[config.mk]
export PLATFORM = sky130hd
export DESIGN_NAME = output_sram_reader_flat
export DESIGN_NICKNAME = d
export VERILOG_FILES = /design/src/rtl/conv_pkg.sv /design/src/rtl/output_sram_reader_if.sv /design/src/rtl/rd_skid_fifo.sv /design/src/rtl/output_sram_reader.sv /design/src/flat_wrapper.sv
export SDC_FILE = /design/constraint.sdc
export NUM_CORES = 1
export LEC_CHECK = 0
export CORE_AREA = 2 2 156 158
export DETAILED_ROUTE_END_ITERATION = 12
export DIE_AREA = 0 0 158 160
export GPL_TIMING_DRIVEN = 0
export RECOVER_POWER = 100
export SYNTH_ARGS = -nofsm -noshare
export SYNTH_HDL_FRONTEND = slang
export SYNTH_SLANG_ARGS = --single-unit
[constraint.sdc]
create_clock -name clk -period 6.85 [get_ports clk]
set_input_delay 1.7125 -clock clk [delete_from_list [all_inputs] [get_ports clk]]
set_output_delay 1.7125 -clock clk [all_outputs]
set_load 0.05 [all_outputs]
[src/rtl/conv_pkg.sv]
// Shared definitions for the output-SRAM read path.
//   ADDR_W / DATA_W : default SRAM address and word widths
//   NCOLS_W         : width of the column-count configuration field
//   MASK_W          : one bit wider than a word so (1 << DATA_W) - 1 is representable
//   rd_state_t      : drain controller states
//   col_mask()      : column-count to row-word mask, out-of-range counts mean "all columns"
package conv_pkg;

  localparam int unsigned ADDR_W  = 12;
  localparam int unsigned DATA_W  = 16;
  localparam int unsigned NCOLS_W = 5;
  localparam int unsigned MASK_W  = DATA_W + 1;

  typedef enum logic [1:0] {
    StIdle,
    StRead,
    StDrain,
    StDone
  } rd_state_t;

  function automatic logic [DATA_W-1:0] col_mask(input logic [NCOLS_W-1:0] ncols);
    logic [NCOLS_W-1:0] n;
    logic [MASK_W-1:0]  m;
    if (ncols == '0 || ncols > NCOLS_W'(DATA_W)) begin
      n = NCOLS_W'(DATA_W);
    end else begin
      n = ncols;
    end
    m = (MASK_W'(1) << n) - MASK_W'(1);
    return m[DATA_W-1:0];
  endfunction

endpackage

[src/rtl/output_sram_reader_if.sv]
// Row stream from the output-SRAM reader to the host.
//   m_valid   : beat valid
//   m_ready   : consumer ready
//   m_data    : masked row word
//   m_row_idx : row index of the beat
//   m_last    : final row of the drain
interface output_sram_reader_if #(
  parameter int unsigned ADDR_W = conv_pkg::ADDR_W,
  parameter int unsigned DATA_W = conv_pkg::DATA_W
);
  logic              m_valid;
  logic              m_ready;
  logic [DATA_W-1:0] m_data;
  logic [ADDR_W-1:0] m_row_idx;
  logic              m_last;

  modport master (output m_valid, m_data, m_row_idx, m_last, input m_ready);
  modport slave  (input m_valid, m_data, m_row_idx, m_last, output m_ready);
endinterface

[src/rtl/rd_skid_fifo.sv]
// Two-entry FIFO holding row beats (data, row index, last) between the SRAM read
// port and the output stream. Head entry drives the stream directly from flops.
//   clk, reset_b                         : clock, async active-low reset
//   push, push_data/row_idx/last         : write one beat
//   pop                                  : remove head beat
//   flush                                : drop all entries (wins over push/pop)
//   count                                : entries held, used as issue credit
//   head_data/row_idx/last               : head entry
module rd_skid_fifo #(
  parameter int unsigned ADDR_W = 12,
  parameter int unsigned DATA_W = 16
) (
  input  logic              clk,
  input  logic              reset_b,
  input  logic              push,
  input  logic [DATA_W-1:0] push_data,
  input  logic [ADDR_W-1:0] push_row_idx,
  input  logic              push_last,
  input  logic              pop,
  input  logic              flush,
  output logic [1:0]        count,
  output logic [DATA_W-1:0] head_data,
  output logic [ADDR_W-1:0] head_row_idx,
  output logic              head_last
);
  localparam int unsigned W = DATA_W + ADDR_W + 1;

  logic [W-1:0] head_q, tail_q, in_word;
  logic [1:0]   count_q;

  assign in_word = {push_data, push_row_idx, push_last};

  always_ff @(posedge clk or negedge reset_b) begin
    if (!reset_b) begin
      head_q  <= '0;
      tail_q  <= '0;
      count_q <= 2'd0;
    end else if (flush) begin
      count_q <= 2'd0;
    end else begin
      unique case ({push, pop})
        2'b10: begin
          if (count_q == 2'd0) head_q <= in_word;
          else                 tail_q <= in_word;
          count_q <= count_q + 2'd1;
        end
        2'b01: begin
          head_q  <= tail_q;
          count_q <= count_q - 2'd1;
        end
        2'b11: begin
          if (count_q == 2'd1) begin
            head_q <= in_word;
          end else begin
            head_q <= tail_q;
            tail_q <= in_word;
          end
        end
        default: ;
      endcase
    end
  end

  assign count = count_q;
  assign {head_data, head_row_idx, head_last} = head_q;

endmodule

[src/rtl/output_sram_reader.sv]
// Drains the convolution output SRAM after a run and streams one masked word per
// output row to the host, with backpressure and no bubbles at full rate.
//   clk, reset_b          : clock, async active-low reset
//   start, dut_busy       : drain request, convolution engine busy flag
//   cfg_nrows, cfg_ncols  : rows to read, valid columns per row (sampled on start)
//   rd_sram_read_address  : SRAM read address (registered)
//   sram_rd_read_data     : SRAM data, one cycle after the address
//   m                     : row stream (master)
//   rd_busy, done, err    : drain active, completion pulse, reject/abort pulse
module output_sram_reader
  import conv_pkg::*;
#(
  parameter int unsigned       ADDR_W    = conv_pkg::ADDR_W,
  parameter int unsigned       DATA_W    = conv_pkg::DATA_W,
  parameter logic [ADDR_W-1:0] BASE_ADDR = '0
) (
  input  logic               clk,
  input  logic               reset_b,
  input  logic               start,
  input  logic               dut_busy,
  input  logic [ADDR_W-1:0]  cfg_nrows,
  input  logic [NCOLS_W-1:0] cfg_ncols,
  output logic [ADDR_W-1:0]  rd_sram_read_address,
  input  logic [DATA_W-1:0]  sram_rd_read_data,
  output_sram_reader_if.master m,
  output logic               rd_busy,
  output logic               done,
  output logic               err
);
  rd_state_t state_q, state_d;

  logic [ADDR_W-1:0] addr_q, addr_d, nrows_q, nrows_d;
  logic [ADDR_W-1:0] issued_q, issued_d, beat_idx_q, beat_idx_d;
  logic [DATA_W-1:0] mask_q, mask_d;
  logic              inflight_q, inflight_d;
  logic              done_q, done_d, err_q, err_d, busy_q, busy_d;

  logic              issue, push, pop, abort;
  logic [1:0]        fifo_count;
  logic [2:0]        occupancy;

  // Entry to READ requires dut_busy low, so a high level here is a rising edge.
  assign abort = dut_busy && (state_q == StRead || state_q == StDrain);
  assign push  = inflight_q && !abort;
  assign pop   = m.m_valid && m.m_ready;
  // Count the word leaving this cycle so a full-rate stream never stalls issue.
  assign occupancy = 3'(fifo_count) + 3'(inflight_q) - 3'(pop);

  always_comb begin
    state_d    = state_q;
    addr_d     = addr_q;
    nrows_d    = nrows_q;
    mask_d     = mask_q;
    issued_d   = issued_q;
    beat_idx_d = push ? beat_idx_q + ADDR_W'(1) : beat_idx_q;
    issue      = 1'b0;
    err_d      = 1'b0;

    unique case (state_q)
      StIdle: begin
        if (start) begin
          if (dut_busy) begin
            err_d = 1'b1;
          end else begin
            nrows_d    = cfg_nrows;
            mask_d     = col_mask(cfg_ncols);
            addr_d     = BASE_ADDR;
            issued_d   = '0;
            beat_idx_d = '0;
            state_d    = (cfg_nrows == '0) ? StDone : StRead;
          end
        end
      end
      StRead: begin
        if (abort) begin
          state_d = StIdle;
          err_d   = 1'b1;
        end else begin
          issue = (occupancy < 3'd2) && (issued_q != nrows_q);
          if (issue) begin
            addr_d   = addr_q + ADDR_W'(1);
            issued_d = issued_q + ADDR_W'(1);
          end
          if (issued_d == nrows_q) state_d = StDrain;
        end
      end
      StDrain: begin
        if (abort) begin
          state_d = StIdle;
          err_d   = 1'b1;
        end else if (!inflight_q && fifo_count == 2'd1 && pop) begin
          state_d = StDone;
        end
      end
      StDone: state_d = StIdle;
      default: state_d = StIdle;
    endcase

    inflight_d = issue;
    done_d     = (state_d == StDone);
    busy_d     = (state_d == StRead) || (state_d == StDrain);
  end

  always_ff @(posedge clk or negedge reset_b) begin
    if (!reset_b) begin
      state_q    <= StIdle;
      addr_q     <= BASE_ADDR;
      nrows_q    <= '0;
      mask_q     <= '0;
      issued_q   <= '0;
      beat_idx_q <= '0;
      inflight_q <= 1'b0;
      done_q     <= 1'b0;
      err_q      <= 1'b0;
      busy_q     <= 1'b0;
    end else begin
      state_q    <= state_d;
      addr_q     <= addr_d;
      nrows_q    <= nrows_d;
      mask_q     <= mask_d;
      issued_q   <= issued_d;
      beat_idx_q <= beat_idx_d;
      inflight_q <= inflight_d;
      done_q     <= done_d;
      err_q      <= err_d;
      busy_q     <= busy_d;
    end
  end

  logic [DATA_W-1:0] head_data;
  logic [ADDR_W-1:0] head_row_idx;
  logic              head_last;

  rd_skid_fifo #(
    .ADDR_W (ADDR_W),
    .DATA_W (DATA_W)
  ) u_fifo (
    .clk          (clk),
    .reset_b      (reset_b),
    .push         (push),
    .push_data    (sram_rd_read_data & mask_q),
    .push_row_idx (beat_idx_q),
    .push_last    (beat_idx_q == nrows_q - ADDR_W'(1)),
    .pop          (pop),
    .flush        (abort),
    .count        (fifo_count),
    .head_data    (head_data),
    .head_row_idx (head_row_idx),
    .head_last    (head_last)
  );

  assign m.m_valid            = (fifo_count != 2'd0);
  assign m.m_data             = head_data;
  assign m.m_row_idx          = head_row_idx;
  assign m.m_last             = head_last;
  assign rd_sram_read_address = addr_q;
  assign rd_busy              = busy_q;
  assign done                 = done_q;
  assign err                  = err_q;

endmodule

[src/flat_wrapper.sv]
// flat-port wrapper written by rule: the top's interface ports become plain ports
module output_sram_reader_flat import conv_pkg::*;
#(
  parameter int unsigned       ADDR_W    = conv_pkg::ADDR_W,
  parameter int unsigned       DATA_W    = conv_pkg::DATA_W,
  parameter logic [ADDR_W-1:0] BASE_ADDR = '0
)
  (clk, reset_b, start, dut_busy, cfg_nrows, cfg_ncols, rd_sram_read_address, sram_rd_read_data, rd_busy, done, err, m_m_valid, m_m_data, m_m_row_idx, m_m_last, m_m_ready);
  output_sram_reader_if #(.ADDR_W(ADDR_W), .DATA_W(DATA_W)) m_i ();
  input  logic clk;
  input  logic reset_b;
  input  logic start;
  input  logic dut_busy;
  input  logic [ADDR_W-1:0] cfg_nrows;
  input  logic [NCOLS_W-1:0] cfg_ncols;
  output logic [ADDR_W-1:0] rd_sram_read_address;
  input  logic [DATA_W-1:0] sram_rd_read_data;
  output logic rd_busy;
  output logic done;
  output logic err;
  output wire logic [$bits(m_i.m_valid)-1:0] m_m_valid;
  output wire logic [$bits(m_i.m_data)-1:0] m_m_data;
  output wire logic [$bits(m_i.m_row_idx)-1:0] m_m_row_idx;
  output wire logic [$bits(m_i.m_last)-1:0] m_m_last;
  input wire logic [$bits(m_i.m_ready)-1:0] m_m_ready;
  assign m_m_valid = m_i.m_valid;
  assign m_m_data = m_i.m_data;
  assign m_m_row_idx = m_i.m_row_idx;
  assign m_m_last = m_i.m_last;
  assign m_i.m_ready = m_m_ready;
  output_sram_reader #(.ADDR_W(ADDR_W), .DATA_W(DATA_W), .BASE_ADDR(BASE_ADDR)) u_core (.clk(clk), .reset_b(reset_b), .start(start), .dut_busy(dut_busy), .cfg_nrows(cfg_nrows), .cfg_ncols(cfg_ncols), .rd_sram_read_address(rd_sram_read_address), .sram_rd_read_data(sram_rd_read_data), .m(m_i), .rd_busy(rd_busy), .done(done), .err(err));
endmodule
==> reports/metrics.csv <==
stage;metric;value;unit
outcome;status;finished, violations left;
outcome;failing checks;capacitance limit, slew limit;
drt;DRT iter0 DRCs;450;
die;Rows;57;
place;HPWL after DPL;14000;µm
drt;Pre-Repair DR Iteration Count;5;
global_routing;GRT busiest layer;met2;
critical_path;CP Launch Point;m_m_ready;
critical_path;worst-path maximum fanout;10;
logic_synthesis;Async SR Flop Fraction;1.00;
global_routing;initial antenna violation count;1;
timing;Worst Max-Slew Pin Slew;3130;ps
finish;ant diodes;0;
drt;Final Routed Wirelength;18900;µm
power;Max IR drop VDD;0.000173;V
finish;Final Core Density;0.370;
clock_tree;Worst-path clk slew;60;ps
clock_tree;CTS max path bufs;2;
logic_synthesis;Yosys cell types;65;
place;PortBufs;82;
timing;clock skew;10.4;ps
clock_tree;clk_lat worst skew;430;ps
die;I/O pin count;83;
timing;Setup WS post-layout;1200;ps
global_routing;M1 GR Usage;0.219;
hold_path;min-delay worst type;flip-flop to flip-flop;
die;Die ar.;25300;µm²
drt;post-detailed-route count of antenna-violating nets;0;
finish;final net count;930;
critical_path;crit path capture;u_core.rd_busy$_DFF_PN0_;
clock_tree;root buffer cell;clkbuf_16;
clock_tree;CTS buffer count;17;
drt;Vias/cell;4.96;
global_routing;vias in the first global route;5740;
finish;fillers;2454;
critical_path;CP required;7160;ps
power;total power;3.58;mW
timing;max_slew headroom;-1.09;
logic_synthesis;Seq cells post-synth;130;
finish;Post-Layout Cell Count;1213;
job;Max Cap Viol;1;
timing;final worst-path cycle share;0.824;
clock_tree;hold buffer count at cts;0;
die;die span in x;158;µm
place;placed insts;1181;
place;routability cong.;0.865;
global_routing;first-pass GRT wire length;31000;µm
place;DP Area;8260;µm²
critical_path;Worst R2R Setup Slack;2230;ps
critical_path;Reg2Reg Depth;15;
drt;number of remaining DRC errors;0;
clock_tree;post_cts resized;0;
clock_tree;Clock Sinks;130;
timing;RSZ-0062 raised after global routing;false;
place;DP Worst Slack;1170;ps
timing;fmax;177;MHz
timing;final setup fails;0;
logic_synthesis;syn_nets;828;
global_routing;largest net degree at the start of global routing;78;
finish;layout cells sized above 1;0.0731;
drt;drt wl/cell;15.6;µm
power;leak pwr;3.78;nW
finish;Layout area overhead;25.7;%
finish;multi-input combinational cell area;3450;µm²
global_routing;GRT Resource Usage Total;0.157;
logic_synthesis;cells after synthesis;774;
clock_tree;post-CTS setup buffer count;0;
finish;FF+latch area;3250;µm²
timing;Final Hold Vio Count;0;
drt;via count;6021;
clock_tree;CTS tree;yes;
logic_synthesis;Top FF cell, synth;dfrtp_1;
critical_path;Critical Path AT;5960;ps
timing;max-slew violation count;54;
global_routing;grt ovf;0;
power;PD cells;407;nW/µm²
critical_path;reg2reg end;u_core.rd_busy$_DFF_PN0_;
global_routing;routing usage on met2;0.236;
critical_path;r2r startpoint;u_core.u_fifo.count[1]$_DFFE_PN0P_;
logic_synthesis;Mean Syn Cell Area;9.04;µm²
finish;fin area;8800;µm²
critical_path;CP endpoint kind;flip-flop;
logic_synthesis;synthesized area;7000;µm²
timing;Tmin final;5650;ps
logic_synthesis;Syn. warnings;0;
clock_tree;H-tree levels;4;
global_routing;met3 GRT Util;0.0358;
die;core region area;23800;µm²
die;starting density of the core;0.294;
die;Die Height;160;µm
critical_path;Worst setup SP type;input pin;
critical_path;Worst Path Class, Setup;input pin to flip-flop;
logic_synthesis;post-synthesis sequential area ratio;0.465;
logic_synthesis;number of synthesized flops with an enable pin;0;
placed cells by master, fill, tap and decap left out, drive strengths merged, types with 13 or more instances in the layout:
| master | count |
|---|---|
| nand2 | 147 |
| dfrtp | 130 |
| o21ai | 92 |
| clkbuf | 57 |
| nor2 | 55 |
| dlygate4sd3 | 49 |
| a21oi | 33 |
| clkdlybuf4s50 | 32 |
| xor2 | 29 |
| inv | 26 |
| xnor2 | 22 |
| nand3 | 19 |
| a32oi | 16 |
| ha | 15 |
| mux2 | 13 |
final cells by class:
type / instances / area share
inverter: 21 / 0.00896
tap: 324 / 0.0461
sequential: 130 / 0.370
clock buffer: 18 / 0.0499
buffer: 45 / 0.0209
clock inverter: 14 / 0.0166
multi-input combinational: 578 / 0.392
timing repair buffer: 83 / 0.0957
power breakdown:
group	switching [mW]	internal, mW	leakage [nW]	total, mW
sequential	0.165	0.972	1.71	1.14
clock	0.384	0.520	0.282	0.905
combinational	1.03	0.507	1.78	1.54
critical path: stages:
cell and delay [ps]:
dlygate4sd3_1 550, nand2_1 110, nor2_1 280, o21ai_0 170
fa_1 390, xnor2_1 370, and2_0 180, clkbuf_1 360
nand3_1 260, or4_1 540, a2111o_1 470, a41o_1 280
ha_1 290
worst min path at each step:
stage	to	slack [ps]	depth (start not counted)	startpoint
final	u_core.u_fifo.head_q[14]$_DFFE_PN0P_	470	2	u_core.u_fifo.head_q[14]$_DFFE_PN0P_
after global routing	u_core.u_fifo.head_q[3]$_DFFE_PN0P_	500	2	u_core.u_fifo.head_q[3]$_DFFE_PN0P_
after CTS	u_core.u_fifo.head_q[2]$_DFFE_PN0P_	480	2	u_core.u_fifo.head_q[2]$_DFFE_PN0P_
after detailed placement	u_core.u_fifo.head_q[2]$_DFFE_PN0P_	470	2	u_core.u_fifo.head_q[2]$_DFFE_PN0P_
after global placement	u_core.u_fifo.tail_q[17]$_DFFE_PN0P_	460	2	u_core.u_fifo.tail_q[17]$_DFFE_PN0P_
after floorplan	u_core.u_fifo.tail_q[13]$_DFFE_PN0P_	450	2	u_core.u_fifo.tail_q[13]$_DFFE_PN0P_
state kept, by name, summed over array words and instances, names as in the netlist:
signal and cells:
u_core.state_q 2, u_core.issued_q 12, u_core.err 1, u_core.u_fifo.head_q 29, u_core.done 1, u_core.rd_busy 1
u_core.rd_sram_read_address 12, u_core.inflight_q 1, u_core.u_fifo.tail_q 29, u_core.beat_idx_q 12, u_core.u_fifo.count 2, u_core.nrows_q 12
u_core.mask_q 16
cell families after synthesis:
family	after synthesis	share of synthesized area
buffers and inverters	66	0.0381
flip-flops	130	0.465
adder cells (fa/ha/maj)	16	0.0297
AO/OA/AOI/OAI	195	0.171
XOR/XNOR	51	0.0660
multiplexers	17	0.0266
AND/OR/NAND/NOR	299	0.204
routing by layer:
layer | share of wire | up-vias | wire [µm]
li1 | - | 2944 | -
met1 | 0.47 | 2912 | 8850
met2 | 0.45 | 129 | 8540
met3 | 0.053 | 34 | 993
met4 | 0.026 | 2 | 485
met5 | 0.00085 | - | 16
stage by stage:
step                      TNS [ps]  hold slack, ps
final                            0             470
after CTS                        0             485
after floorplan                  0             451
after detailed placement         0             471
after global routing             0             502
after global placement     -170900             463
Yosys cell counts (all sizes together), types with 13 or more instances:
master,count,share of area
o21ai,92,0.066
xnor2,22,0.029
nor2,55,0.029
dfrtp,130,0.46
nand3,19,0.017
a21oi,33,0.024
xor2,29,0.037
mux2,13,0.021
nand2,147,0.079
ha,15,0.027
clkbuf,35,0.019
a32oi,16,0.020
inv,20,0.011
No activity file was read; power rests on OpenSTA's default activity.
